### config.mk
export PLATFORM = sky130hd
export DESIGN_NAME = router_rr
export DESIGN_NICKNAME = d
export VERILOG_FILES = /design/src/rtl/router_rr.sv
export SDC_FILE = /design/constraint.sdc
export NUM_CORES = 1
export LEC_CHECK = 0
export CAP_MARGIN = 40
export CORE_AREA = 2 2 231 233
export CTS_BUF_LIST = sky130_fd_sc_hd__clkbuf_16
export CTS_CLUSTER_DIAMETER = 40
export DETAILED_ROUTE_END_ITERATION = 7
export DIE_AREA = 0 0 233 235
export GPL_TIMING_DRIVEN = 0
export PLACE_DENSITY = 0.77
export SLEW_MARGIN = 20
export SYNTH_ARGS = -nofsm -noshare
export SYNTH_HDL_FRONTEND = slang
export SYNTH_SLANG_ARGS = --single-unit
### constraint.sdc
create_clock -name clk -period 5 [get_ports clk]
set_input_delay 1.25 -clock clk [delete_from_list [all_inputs] [get_ports clk]]
set_output_delay 1.25 -clock clk [all_outputs]
set_load 0.01 [all_outputs]
### src/rtl/router_rr.sv
// Wormhole router with NUM_PORTS inputs and outputs. Each input has a flit FIFO.
// Each output runs its own round-robin arbiter and holds a grant until the packet ends.
module router_rr #(
  parameter int unsigned NUM_PORTS  = 4,
  parameter int unsigned DATA_WIDTH = 32,
  parameter int unsigned FIFO_DEPTH = 4,
  parameter int unsigned DEST_LSB   = 0
) (
  input  logic                            clk,
  input  logic                            rst,
  input  logic [NUM_PORTS-1:0]            in_valid,
  input  logic [2*NUM_PORTS-1:0]          in_type,
  input  logic [DATA_WIDTH*NUM_PORTS-1:0] in_data,
  output logic [NUM_PORTS-1:0]            in_ready,
  output logic [NUM_PORTS-1:0]            out_valid,
  output logic [2*NUM_PORTS-1:0]          out_type,
  output logic [DATA_WIDTH*NUM_PORTS-1:0] out_data,
  input  logic [NUM_PORTS-1:0]            out_ready,
  output logic [NUM_PORTS-1:0]            drop_pulse
);

  localparam int unsigned PW = (NUM_PORTS > 1) ? $clog2(NUM_PORTS) : 1;
  localparam int unsigned AW = (FIFO_DEPTH > 1) ? $clog2(FIFO_DEPTH) : 1;
  localparam int unsigned CW = AW + 1;

  localparam logic [1:0] T_BODY = 2'b00;
  localparam logic [1:0] T_HEAD = 2'b01;

  typedef enum logic {IDLE = 1'b0, BUSY = 1'b1} state_t;

  typedef struct packed {
    logic [1:0]            ftype;
    logic [DATA_WIDTH-1:0] data;
  } flit_t;

  flit_t                mem     [NUM_PORTS][FIFO_DEPTH];
  logic [AW-1:0]        wr_ptr  [NUM_PORTS];
  logic [AW-1:0]        rd_ptr  [NUM_PORTS];
  logic [CW-1:0]        count   [NUM_PORTS];
  flit_t                head    [NUM_PORTS];
  logic [PW-1:0]        dest    [NUM_PORTS];
  logic [NUM_PORTS-1:0] owner   [NUM_PORTS];  // owner[i][o]: output o holds input i
  logic [NUM_PORTS-1:0] fwd     [NUM_PORTS];  // fwd[i][o]: output o pops input i
  logic [NUM_PORTS-1:0] cand    [NUM_PORTS];  // cand[o][i]: input i requests output o

  logic [NUM_PORTS-1:0] not_empty, push, pop, drop, granted, pop_fwd, eligible;

  state_t               state_q   [NUM_PORTS];
  state_t               state_nxt [NUM_PORTS];
  logic [PW-1:0]        grant_q   [NUM_PORTS];
  logic [PW-1:0]        grant_nxt [NUM_PORTS];
  logic [PW-1:0]        rr_q      [NUM_PORTS];
  logic [PW-1:0]        rr_nxt    [NUM_PORTS];
  logic [NUM_PORTS-1:0] first_q, first_nxt, busy, xfer;

  for (genvar i = 0; i < NUM_PORTS; i++) begin : g_in
    logic [CW-1:0] count_nxt;

    assign not_empty[i] = (count[i] != '0);
    assign head[i]      = mem[i][rd_ptr[i]];
    assign dest[i]      = head[i].data[DEST_LSB +: PW];
    assign push[i]      = in_valid[i] & in_ready[i];
    assign granted[i]   = |owner[i];
    assign pop_fwd[i]   = |fwd[i];
    // Type bit 0 set means head or single: the only flits allowed to open a packet.
    assign eligible[i]  = not_empty[i] & ~granted[i] & head[i].ftype[0];
    assign drop[i]      = not_empty[i] & ~granted[i] & ~head[i].ftype[0];
    assign pop[i]       = pop_fwd[i] | drop[i];
    assign count_nxt    = count[i] + CW'(push[i]) - CW'(pop[i]);

    always_ff @(posedge clk) begin
      if (push[i]) begin
        mem[i][wr_ptr[i]] <= {in_type[2*i +: 2], in_data[DATA_WIDTH*i +: DATA_WIDTH]};
      end
    end

    always_ff @(posedge clk) begin
      if (rst) begin
        wr_ptr[i]     <= '0;
        rd_ptr[i]     <= '0;
        count[i]      <= '0;
        in_ready[i]   <= 1'b0;
        drop_pulse[i] <= 1'b0;
      end else begin
        if (push[i]) wr_ptr[i] <= wr_ptr[i] + AW'(1);
        if (pop[i])  rd_ptr[i] <= rd_ptr[i] + AW'(1);
        count[i]      <= count_nxt;
        in_ready[i]   <= (count_nxt != CW'(FIFO_DEPTH));
        drop_pulse[i] <= drop[i];
      end
    end
  end

  for (genvar o = 0; o < NUM_PORTS; o++) begin : g_out
    flit_t         cur;
    logic          vld;
    logic          found;
    logic [PW-1:0] idx;

    assign busy[o] = (state_q[o] == BUSY);
    assign cur     = head[grant_q[o]];
    assign vld     = ~rst & busy[o] & not_empty[grant_q[o]];
    assign xfer[o] = vld & out_ready[o];

    assign out_valid[o]                          = vld;
    assign out_data[DATA_WIDTH*o +: DATA_WIDTH]  = vld ? cur.data : '0;
    // A head arriving after the packet opened is passed on as a body flit.
    assign out_type[2*o +: 2] = !vld ? 2'b00 :
                                (!first_q[o] && cur.ftype == T_HEAD) ? T_BODY : cur.ftype;

    for (genvar i = 0; i < NUM_PORTS; i++) begin : g_x
      assign owner[i][o] = busy[o] && (grant_q[o] == PW'(i));
      assign fwd[i][o]   = owner[i][o] & xfer[o];
      assign cand[o][i]  = eligible[i] && (dest[i] == PW'(o));
    end

    always_comb begin
      state_nxt[o] = state_q[o];
      grant_nxt[o] = grant_q[o];
      rr_nxt[o]    = rr_q[o];
      first_nxt[o] = first_q[o];
      found        = 1'b0;
      idx          = '0;
      case (state_q[o])
        IDLE: begin
          for (int unsigned k = 0; k < NUM_PORTS; k++) begin
            idx = PW'((32'(rr_q[o]) + k) % NUM_PORTS);
            if (!found && cand[o][idx]) begin
              found        = 1'b1;
              grant_nxt[o] = idx;
              rr_nxt[o]    = PW'((32'(idx) + 32'd1) % NUM_PORTS);
              state_nxt[o] = BUSY;
              first_nxt[o] = 1'b1;
            end
          end
        end
        BUSY: begin
          if (xfer[o]) begin
            first_nxt[o] = 1'b0;
            // Type bit 1 set means tail or single: the packet closes here.
            if (cur.ftype[1]) state_nxt[o] = IDLE;
          end
        end
        default: state_nxt[o] = IDLE;
      endcase
    end

    always_ff @(posedge clk) begin
      if (rst) begin
        state_q[o] <= IDLE;
        grant_q[o] <= '0;
        rr_q[o]    <= '0;
        first_q[o] <= 1'b0;
      end else begin
        state_q[o] <= state_nxt[o];
        grant_q[o] <= grant_nxt[o];
        rr_q[o]    <= rr_nxt[o];
        first_q[o] <= first_nxt[o];
      end
    end
  end

endmodule

==> results.md, run 1 <==
- Leak pwr: 12.0 nW
- Fin cells: 2824
- Final WS setup: 0.0386 ns
- Post-DRT Antenna Nets: 0
- Critical path origin: grant_q[0][1]
- Worst R2R Start: count[2][1]
- Num CTS Buffers: 81
- Setup WS pre-CTS: -0.333 ns
- Total GRT Usage: 0.333
- HP Class: reg2reg
- Max incr delay on CP: 0.65 ns
- Vias in the first global route: 19000
- Most common cell in the netlist: edfxtp_1
- CTS Root Buffer Type: clkbuf_16
- Max Cap Violations: 0
- CP dominant cell by count: clkbuf_1
- Adder-Cell Fraction of Synth Area: 0.0151
- Bufs on Longest Clock Path: 3
- Avg Inst Size Synth: 17.4 um^2
- Final period utilization: 0.992
- CTS tree: built
- Synth Area in XOR/XNOR: 0.00369
- Top cells by count, synth: edfxtp_1, mux4_2, clkbuf_1, and2_1, nand2_1
- Pwr Density: 566 nW/um^2
- Core Util, Final: 0.684
- WP data required: 3.75 ns
- Maximum clock frequency: 202 MHz
- Rel. slew slack: 0.420
- Final Skew: 0.0293 ns
- Number of port buffers: 292
- Iter 0 DRT Violations: 2368
- Status: finished, final reports clean
- DR WL/cell: 31.9 um
- DRC errors left: 0
- Leading post-synthesis cells by cell area: edfxtp_1, mux4_2, dfxtp_1
- Router iterations before antenna repair: 6
- Post-Place Cells: 2659
- Die Span Y: 235 um
- Final setup viols: 0
- Detail Placement HPWL: 64800 um
- Overflow after GRT: 0
- Reg2Reg Setup Slack: 0.53 ns
- WS Path Type: reg2out
- Max Slew Vio Count: 0
- GPL Wtd Cong: 1.02
- Asr flop ratio synth: 0
- Starting Density: 0.545
- Syn-to-layout area delta: 25.6%
- CP max FO: 10
- Share of cells above drive strength 1: 0.248
- Most used DFF post-synth: edfxtp_1
- Vias per cell: 6.61
- Synth area leader: edfxtp_1
- Pin count of the biggest net entering global routing: 28
- Die W: 233 um
- First-pass GRT wire length: 129000 um
- Seq/Total Area, Yosys: 0.622
- Sink Count: 604
- Compound-Gate Fraction of Synth Area: 0.0333
- Synthesis Warnings: 0
- Ports: 294
- Worst slew pin tran: 0.870 ns
- Hold Violations, Final: 0
- Critical Path Start Type: register
- Via count: 18700
- Synth Instances: 1640
- Final nets: 2232
- Mapped cell area: 28500 um^2
- Min cycle time layout: 4.96 ns
- Crit. End Element: primary output
- Critical R2R Capture: in_ready[1]
- Area share of the largest cell type after synthesis: 0.591
- Clock Latency Late Sink: 0.63 ns
- Syn Nets: 1818
- Crit path DAT: 3.71 ns
- Die area: 54800 um^2
- Sequence of cells on the critical path: clkbuf_1 > buf_2 > clkbuf_1 > mux4_2 > nor2b_1 > clkdlybuf4s50_1
- Post-synth EDFFs: 560
- H-tree levels: 3
- CP max-delay cell: clkdlybuf4s50_1
- Synth Register Bits: 604
- Worst setup path endpoint: out_data[15]
- Main combinational cell family by area after synthesis: multiplexers
- Routed WL: 90000 um
- Hold_buf cts: 0
- Peak supply drop: 359 uV
- Cell Rows: 84
- Mux share of post-synthesis cell area: 0.220
- Distinct cells, synth: 76
- Post-Synth Simple-Gate Area: 0.0805
- Clock slew at reported path FFs: 0.06 ns
- Power Total: 20.2 mW
- Core footprint: 52200 um^2
- Reg2Reg Depth: 16
- Initial antenna violation count: 20
==> cell usage in the layout (no fill, tap or decap), drive strengths merged, types with 12 or more instances in the layout <==
master,count
dfxtp,44
nor3,33
nor2,46
a21oi,20
and3,59
clkbuf,158
nand2,62
inv,77
nor2b,46
diode,13
buf,81
clkdlybuf4s50,292
ha,28
o21ai,21
clkinv,35
and2,72
nand4,12
mux4,272
xnor2,12
edfxtp,560
nand3,24
==> critical path, delay by kind of cell, from the launching register on <==
kind,cells,cell delay (ns)
buffers and inverters,4,1.99
DFF,1,0.31
muxes,1,0.34
and+or+nand+nor,1,0.45
==> cells by family after synthesis <==
family | count (synthesis)
flops | 604
simple gates | 406
mux | 283
buf+inv | 174
compound gates | 129
fa+ha+maj | 32
xor+xnor | 12
==> routing by layer <==
metal  global-route usage  share of wire  vias up
met1                0.417           0.35     9544
li1                     -              -     7599
met2                0.524           0.48     1265
met5                    0         0.0011        -
met3                0.102           0.12      238
met4                0.177          0.055       18
==> worst min path at each step <==
stage / start / to / slack [ns] / cells past startpoint
after floorplan: first_q[0] / first_q[0] / 0.45 / 2
after global placement: first_q[0] / first_q[0] / 0.47 / 2
after detailed placement: first_q[1] / first_q[1] / 0.48 / 2
after CTS: first_q[1] / first_q[1] / 0.49 / 2
after global routing: first_q[2] / first_q[2] / 0.53 / 2
final: first_q[1] / first_q[1] / 0.49 / 2
==> per-stage QoR <==
stage                      TNS, ns  area, um^2  hold WS [ns]
after floorplan                  0       28500         0.454
after CTS                        0       35700         0.493
after global routing      -0.00770       35700         0.532
after detailed placement     -3.15       32900         0.479
after global placement       -2.02       32200         0.467
final                            0       35800         0.494
==> registers in the layout, summed over array words and instances (netlist names) <==
signal / flops
mem: 544
drop_pulse: 4
count: 12
first_q: 4
in_ready: 4
wr_ptr: 8
state_q: 4
rd_ptr: 8
grant_q: 8
rr_q: 8
==> where the power goes <==
part | internal (mW) | switching, mW
clock network | 3.42 | 2.42
logic | 3.70 | 4.39
registers | 6.08 | 0.217
==> layout make-up <==
cell class	count	area, um^2
Sequential cell	604	17700
Fill cell	3334	16500
Inverter	54	206
Antenna cell	13	32.5
Clock buffer	82	2050
Timing Repair Buffer	335	3560
Multi-Input combinational cell	862	10000
Tap cell	688	861
Clock inverter	70	741
Buffer	116	551
==> timing repair <==
item | 4_1_cts | 5_1_grt
setup endpoints to repair | 101 | 61
buffers inserted | 1 | 0
resized for setup | 21 | 18
(Power assumes the default switching activity.)
==> run 2, diff against run 1 <==
--- a/config.mk
+++ b/config.mk
@@ -7,7 +7,7 @@
 export LEC_CHECK = 0
 export CAP_MARGIN = 40
 export CORE_AREA = 2 2 231 233
-export CTS_BUF_LIST = sky130_fd_sc_hd__clkbuf_16
+export CTS_BUF_LIST = sky130_fd_sc_hd__clkbuf_4
 export CTS_CLUSTER_DIAMETER = 40
 export DETAILED_ROUTE_END_ITERATION = 7
 export DIE_AREA = 0 0 233 235
==> run 2 against run 1 <==
Effect of this change: first-iteration DRC count down 6.6%; cell area down 1.6%; setup slack better by 0.063 ns; count of clock-buffer cells in the layout up 136; critical path depth unchanged; hold slack worse by 0.0017 ns; combinational power up 1%; die area unchanged; clock power down 28%; global-route usage down 0.62 points; wire length down 2.6%; utilization down 1.1 points; largest cell class unchanged.
==> results.md, run 2 (synthesized netlist as in run 1, its figures left out) <==
- WS Path Type: reg2out
- Ports: 294
- H-tree levels: 4
- Core Util, Final: 0.673
- Iter 0 DRT Violations: 2212
- Hold Slack: 0.492 ns
- Final setup viols: 0
- Maximum clock frequency: 204 MHz
- Most frequent cells in the layout: edfxtp_1, mux4_2, clkdlybuf4s50_1
- Critical R2R Capture: in_ready[1]
- GPL Wtd Cong: 1.02
- Die Span Y: 235 um
- Pin count of the biggest net entering global routing: 28
- Critical Path Start Type: register
- Cell Rows: 84
- Peak supply drop: 250 uV
- Max Cap Violations: 0
- Total GRT Usage: 0.327
- Initial antenna violation count: 20
- Final Skew: 0.0437 ns
- Router iterations before antenna repair: 6
- Unrepaired setup endpoints after global routing: true
- Bufs on Longest Clock Path: 3
- Final WS setup: 0.101 ns
- Hold Violations, Final: 0
- Sink Count: 604
- Reg2Reg Depth: 15
- Setup WS pre-CTS: -0.333 ns
- Post-DRT Antenna Nets: 0
- Number of port buffers: 292
- Routed WL: 87600 um
- Detail Placement HPWL: 64800 um
- Worst slew pin tran: 0.894 ns
- Leak pwr: 12.5 nW
- Post-Place Cells: 2659
- Die area: 54800 um^2
- Die W: 233 um
- HP Start: first_q[1]
- Final nets: 2318
- CTS Root Buffer Type: clkbuf_4
- Rel. slew slack: 0.404
- Vias per cell: 6.42
- Fillers: 3531
- Crit. End Element: primary output
- Clock slew at reported path FFs: 0.07 ns
- Overflow after GRT: 0
- Largest register FFs: 544
- Power Total: 18.7 mW
- Worst R2R Start: count[2][1]
- Fin cells: 2938
- Hold path cells: 2
- First-pass GRT wire length: 126000 um
- Commonest non-fill, non-tap cell in the layout: edfxtp_1
- WP data required: 3.75 ns
- CTS tree: built
- Min cycle time layout: 4.90 ns
- Core footprint: 52200 um^2
- Starting Density: 0.545
- Pwr Density: 531 nW/um^2
- Reg2Reg Setup Slack: 0.79 ns
- HP Class: reg2reg
- Via count: 18900
- Crit path DAT: 3.65 ns
- CP max FO: 10
- Status: finished, final reports clean
- Final period utilization: 0.980
- DR WL/cell: 29.8 um
- Num CTS Buffers: 158
- DRC errors left: 0
- Share of cells above drive strength 1: 0.302
- Max Slew Vio Count: 0
- Worst Hold Path EP: first_q[1]
- Clock Latency Late Sink: 0.98 ns
- Syn-to-layout area delta: 23.6%
- Vias in the first global route: 19100
-- run 2: worst max path at each step --
stage | from | to | slack (ns) | cells past startpoint
final | rd_ptr[2][0] | out_data[0] | 0.10 | 6
after global routing | rd_ptr[1][0] | out_data[0] | -0.06 | 7
after CTS | rd_ptr[2][0] | out_data[40] | 0.0008 | 7
after detailed placement | grant_q[2][0] | out_data[85] | -0.33 | 9
after global placement | grant_q[2][0] | out_data[85] | -0.25 | 9
after floorplan | rst | in_ready[1] | 1.18 | 16
-- run 2: worst max-delay path, stage by stage, from the launching register on --
cell             delay [ns]
edfxtp_1               0.40
buf_8                  0.16
mux4_2                 0.47
clkbuf_1               0.51
nand2_1                0.14
a311oi_1               0.39
clkdlybuf4s50_1        0.61
-- run 2: area by class of cell --
cell class	count	area, um^2	area share
multi-input combinational	862	10100	0.287
clock inverter	44	312	0.00886
sequential	604	17700	0.503
buffer	111	643	0.0183
antenna	8	20.0	0.000569
inverter	54	206	0.00587
tap	688	861	0.0245
timing repair buffer	349	3700	0.105
clock buffer	218	1640	0.0465
-- run 2: stage by stage --
step	area, um^2	TNS (ns)
6_report	35200	0
2_1_floorplan	28500	0
3_3_place_gp	32200	-2.02
3_5_place_dp	32900	-3.15
4_1_cts	35000	0
5_1_grt	35200	-0.0690
-- run 2: what timing repair did --
item	4_1_cts	5_1_grt
setup endpoints to repair	133	46
hold buffers	0	0
setup buffers	12	4
resized for setup	120	39
-- run 2: power breakdown --
group | switching, mW | internal [mW] | leakage, nW
Clock | 1.98 | 2.22 | 1.15
Sequential | 0.233 | 6.08 | 5.46
Combinational | 4.35 | 3.81 | 5.85
Total | 6.56 | 12.1 | 12.5
-- run 2: layer usage --
metal / part of all wire / GRT usage / vias to the layer above
li1: - / - / 7819
met1: 0.36 / 0.410 / 9613
met2: 0.49 / 0.514 / 1233
met3: 0.11 / 0.110 / 186
met4: 0.044 / 0.155 / 18
met5: 0.0018 / 0 / -
==> run 3, diff against run 2 <==
--- a/config.mk
+++ b/config.mk
@@ -13,6 +13,7 @@
 export DIE_AREA = 0 0 233 235
 export GPL_TIMING_DRIVEN = 0
 export PLACE_DENSITY = 0.77
+export SETUP_SLACK_MARGIN = 0.3
 export SLEW_MARGIN = 20
 export SYNTH_ARGS = -nofsm -noshare
 export SYNTH_HDL_FRONTEND = slang
==> run 3 against run 2 <==
Effect of this change: first-iteration DRC count decreased by 7.3%; clock power is essentially flat; maximum frequency up 4.6%; clock skew grew 0.0038 ns; total power grew 4.6%; hold slack about the same; final cell count up 3.0%; utilization up 1.9 points; flip-flop and latch count unchanged; setup slack improved by 0.22 ns; critical path depth increased by 3; register-to-register slack got worse by 0.14 ns; largest cell class unchanged; highest routed layer unchanged.
==> results.md, run 3 (synthesized netlist as in run 1, its figures left out) <==
- CP max FO: 6
- Share of cells above drive strength 1: 0.398
- WP data required: 3.75 ns
- Die Span Y: 235 um
- Clock Latency Late Sink: 1.01 ns
- Unrepaired setup endpoints after global routing: true
- Peak supply drop: 306 uV
- Crit path DAT: 3.43 ns
- Initial antenna violation count: 21
- Num CTS Buffers: 158
- Hold_buf cts: 0
- Cell Rows: 84
- Detail Placement HPWL: 64800 um
- Commonest non-fill, non-tap cell in the layout: edfxtp_1
- Via count: 19400
- Leak pwr: 13.1 nW
- Routed WL: 90000 um
- Overflow after GRT: 0
- Hold Slack: 0.492 ns
- Syn-to-layout area delta: 27.1%
- Number of port buffers: 292
- DRC errors left: 0
- Reg2Reg Setup Slack: 0.65 ns
- Register area: 17700 um^2
- Multi-input gate area: 10400 um^2
- GPL Wtd Cong: 1.02
- Die area: 54800 um^2
- Final WS setup: 0.318 ns
- Max Slew Vio Count: 0
- Cell area after layout: 36200 um^2
- CTS tree: built
- Rel. slew slack: 0.399
- Post-Place Cells: 2659
- Bufs on Longest Clock Path: 3
- Final period utilization: 0.936
- Core footprint: 52200 um^2
- Sink Count: 604
- Crit. End Element: primary output
- Vias in the first global route: 19600
- Router iterations before antenna repair: 5
- Fillers: 3377
- Hold Violations, Final: 0
- Worst slew pin tran: 0.901 ns
- Starting Density: 0.545
- Max incr delay on CP: 0.51 ns
- Final Skew: 0.0476 ns
- WS Path Type: reg2out
- Status: finished, final reports clean
- Sequence of cells on the critical path: buf_8 > buf_8 > buf_12 > buf_4 > mux4_2 > buf_6 > mux4_2 > and3_4 > buf_6
- Critical Path Start Type: register
- Pin count of the biggest net entering global routing: 28
- Most frequent cells in the layout: edfxtp_1, mux4_2, clkbuf_4
- Setup WS pre-CTS: -0.333 ns
- Clock slew at reported path FFs: 0.07 ns
- CTS Root Buffer Type: clkbuf_4
- Iter 0 DRT Violations: 2051
- HP Class: reg2reg
- Vias per cell: 6.39
- Largest register FFs: 544
- First-pass GRT wire length: 129000 um
- Final setup viols: 0
- Post-DRT Antenna Nets: 0
- Total GRT Usage: 0.335
- DR WL/cell: 29.7 um
- Fin cells: 3027
- Maximum clock frequency: 214 MHz
- H-tree levels: 4
- Die W: 233 um
- Cell Area, Placed: 32900 um^2
- CP max-delay cell: mux4_2
- Ports: 294
- Max Cap Violations: 0
- Final nets: 2404
- Pwr Density: 540 nW/um^2
- Min cycle time layout: 4.68 ns
## run 3: cell types whose count changed in the layout (fill, tap and decap cells not counted), moves of 14 or more
cell,previous run,this run
clkdlybuf4s15_1,0,14
and2_1,71,31
buf_4,26,77
buf_6,20,54
and3_4,2,22
and2_4,0,38
clkdlybuf4s50_1,240,154
clkbuf_2,24,48
and3_1,41,21
buf_2,19,53
## run 3: worst max-delay path, delay by kind of cell (launching register included)
family	cells	cell delay, ns
muxes	2	0.97
buffers and inverters	6	0.84
DFF	1	0.42
and+or+nand+nor	1	0.21
## run 3: where the power goes
group / internal (mW) / leakage [nW] / total (mW) / switching [mW]
clock network: 2.22 / 1.15 / 4.23 / 2.01
registers: 6.08 / 5.46 / 6.29 / 0.204
logic: 4.38 / 6.44 / 9.01 / 4.64
## run 3: through the flow
| stage | TNS, ns | total power [mW] | util |
|---|---|---|---|
| 4_1_cts | 0 | 19.2 | 0.686 |
| 3_5_place_dp | -3.15 | 14.3 | 0.629 |
| 3_3_place_gp | -2.02 | 13.9 | 0.617 |
| 5_1_grt | 0 | 20.3 | 0.692 |
| 2_1_floorplan | 0 | 11.5 | - |
| 6_report | 0 | 19.5 | 0.693 |
## run 3: worst paths after layout
check,from,end,cells after the start
hold / removal,first_q[1],first_q[1],2
setup reg to reg,count[2][1],in_ready[1],17
setup / recovery,rd_ptr[2][0],out_data[44],9
hold reg to reg,first_q[1],first_q[1],2
## run 3: timing repair
item	in CTS	in global routing
endpoints found under the setup margin	141	106
resized for setup	553	136
setup buffers	66	26
cloned	1	0
pin swaps	6	11
## run 3: cell type report
type                            count  share of cell area
Timing Repair Buffer              426               0.113
Multi-Input combinational cell    862               0.286
Clock buffer                      218              0.0452
Tap cell                          688              0.0238
Inverter                           54             0.00560
Buffer                            120              0.0272
Antenna cell                       11            0.000761
Sequential cell                   604               0.489
Clock inverter                     44             0.00861
## run 3: metal layers
layer | track usage | wire length [um] | vias up
met1 | 0.417 | 31900 | 9829
li1 | - | - | 7992
met4 | 0.183 | 4820 | 18
met5 | 0 | 107 | -
met2 | 0.519 | 43300 | 1292
met3 | 0.112 | 9850 | 226
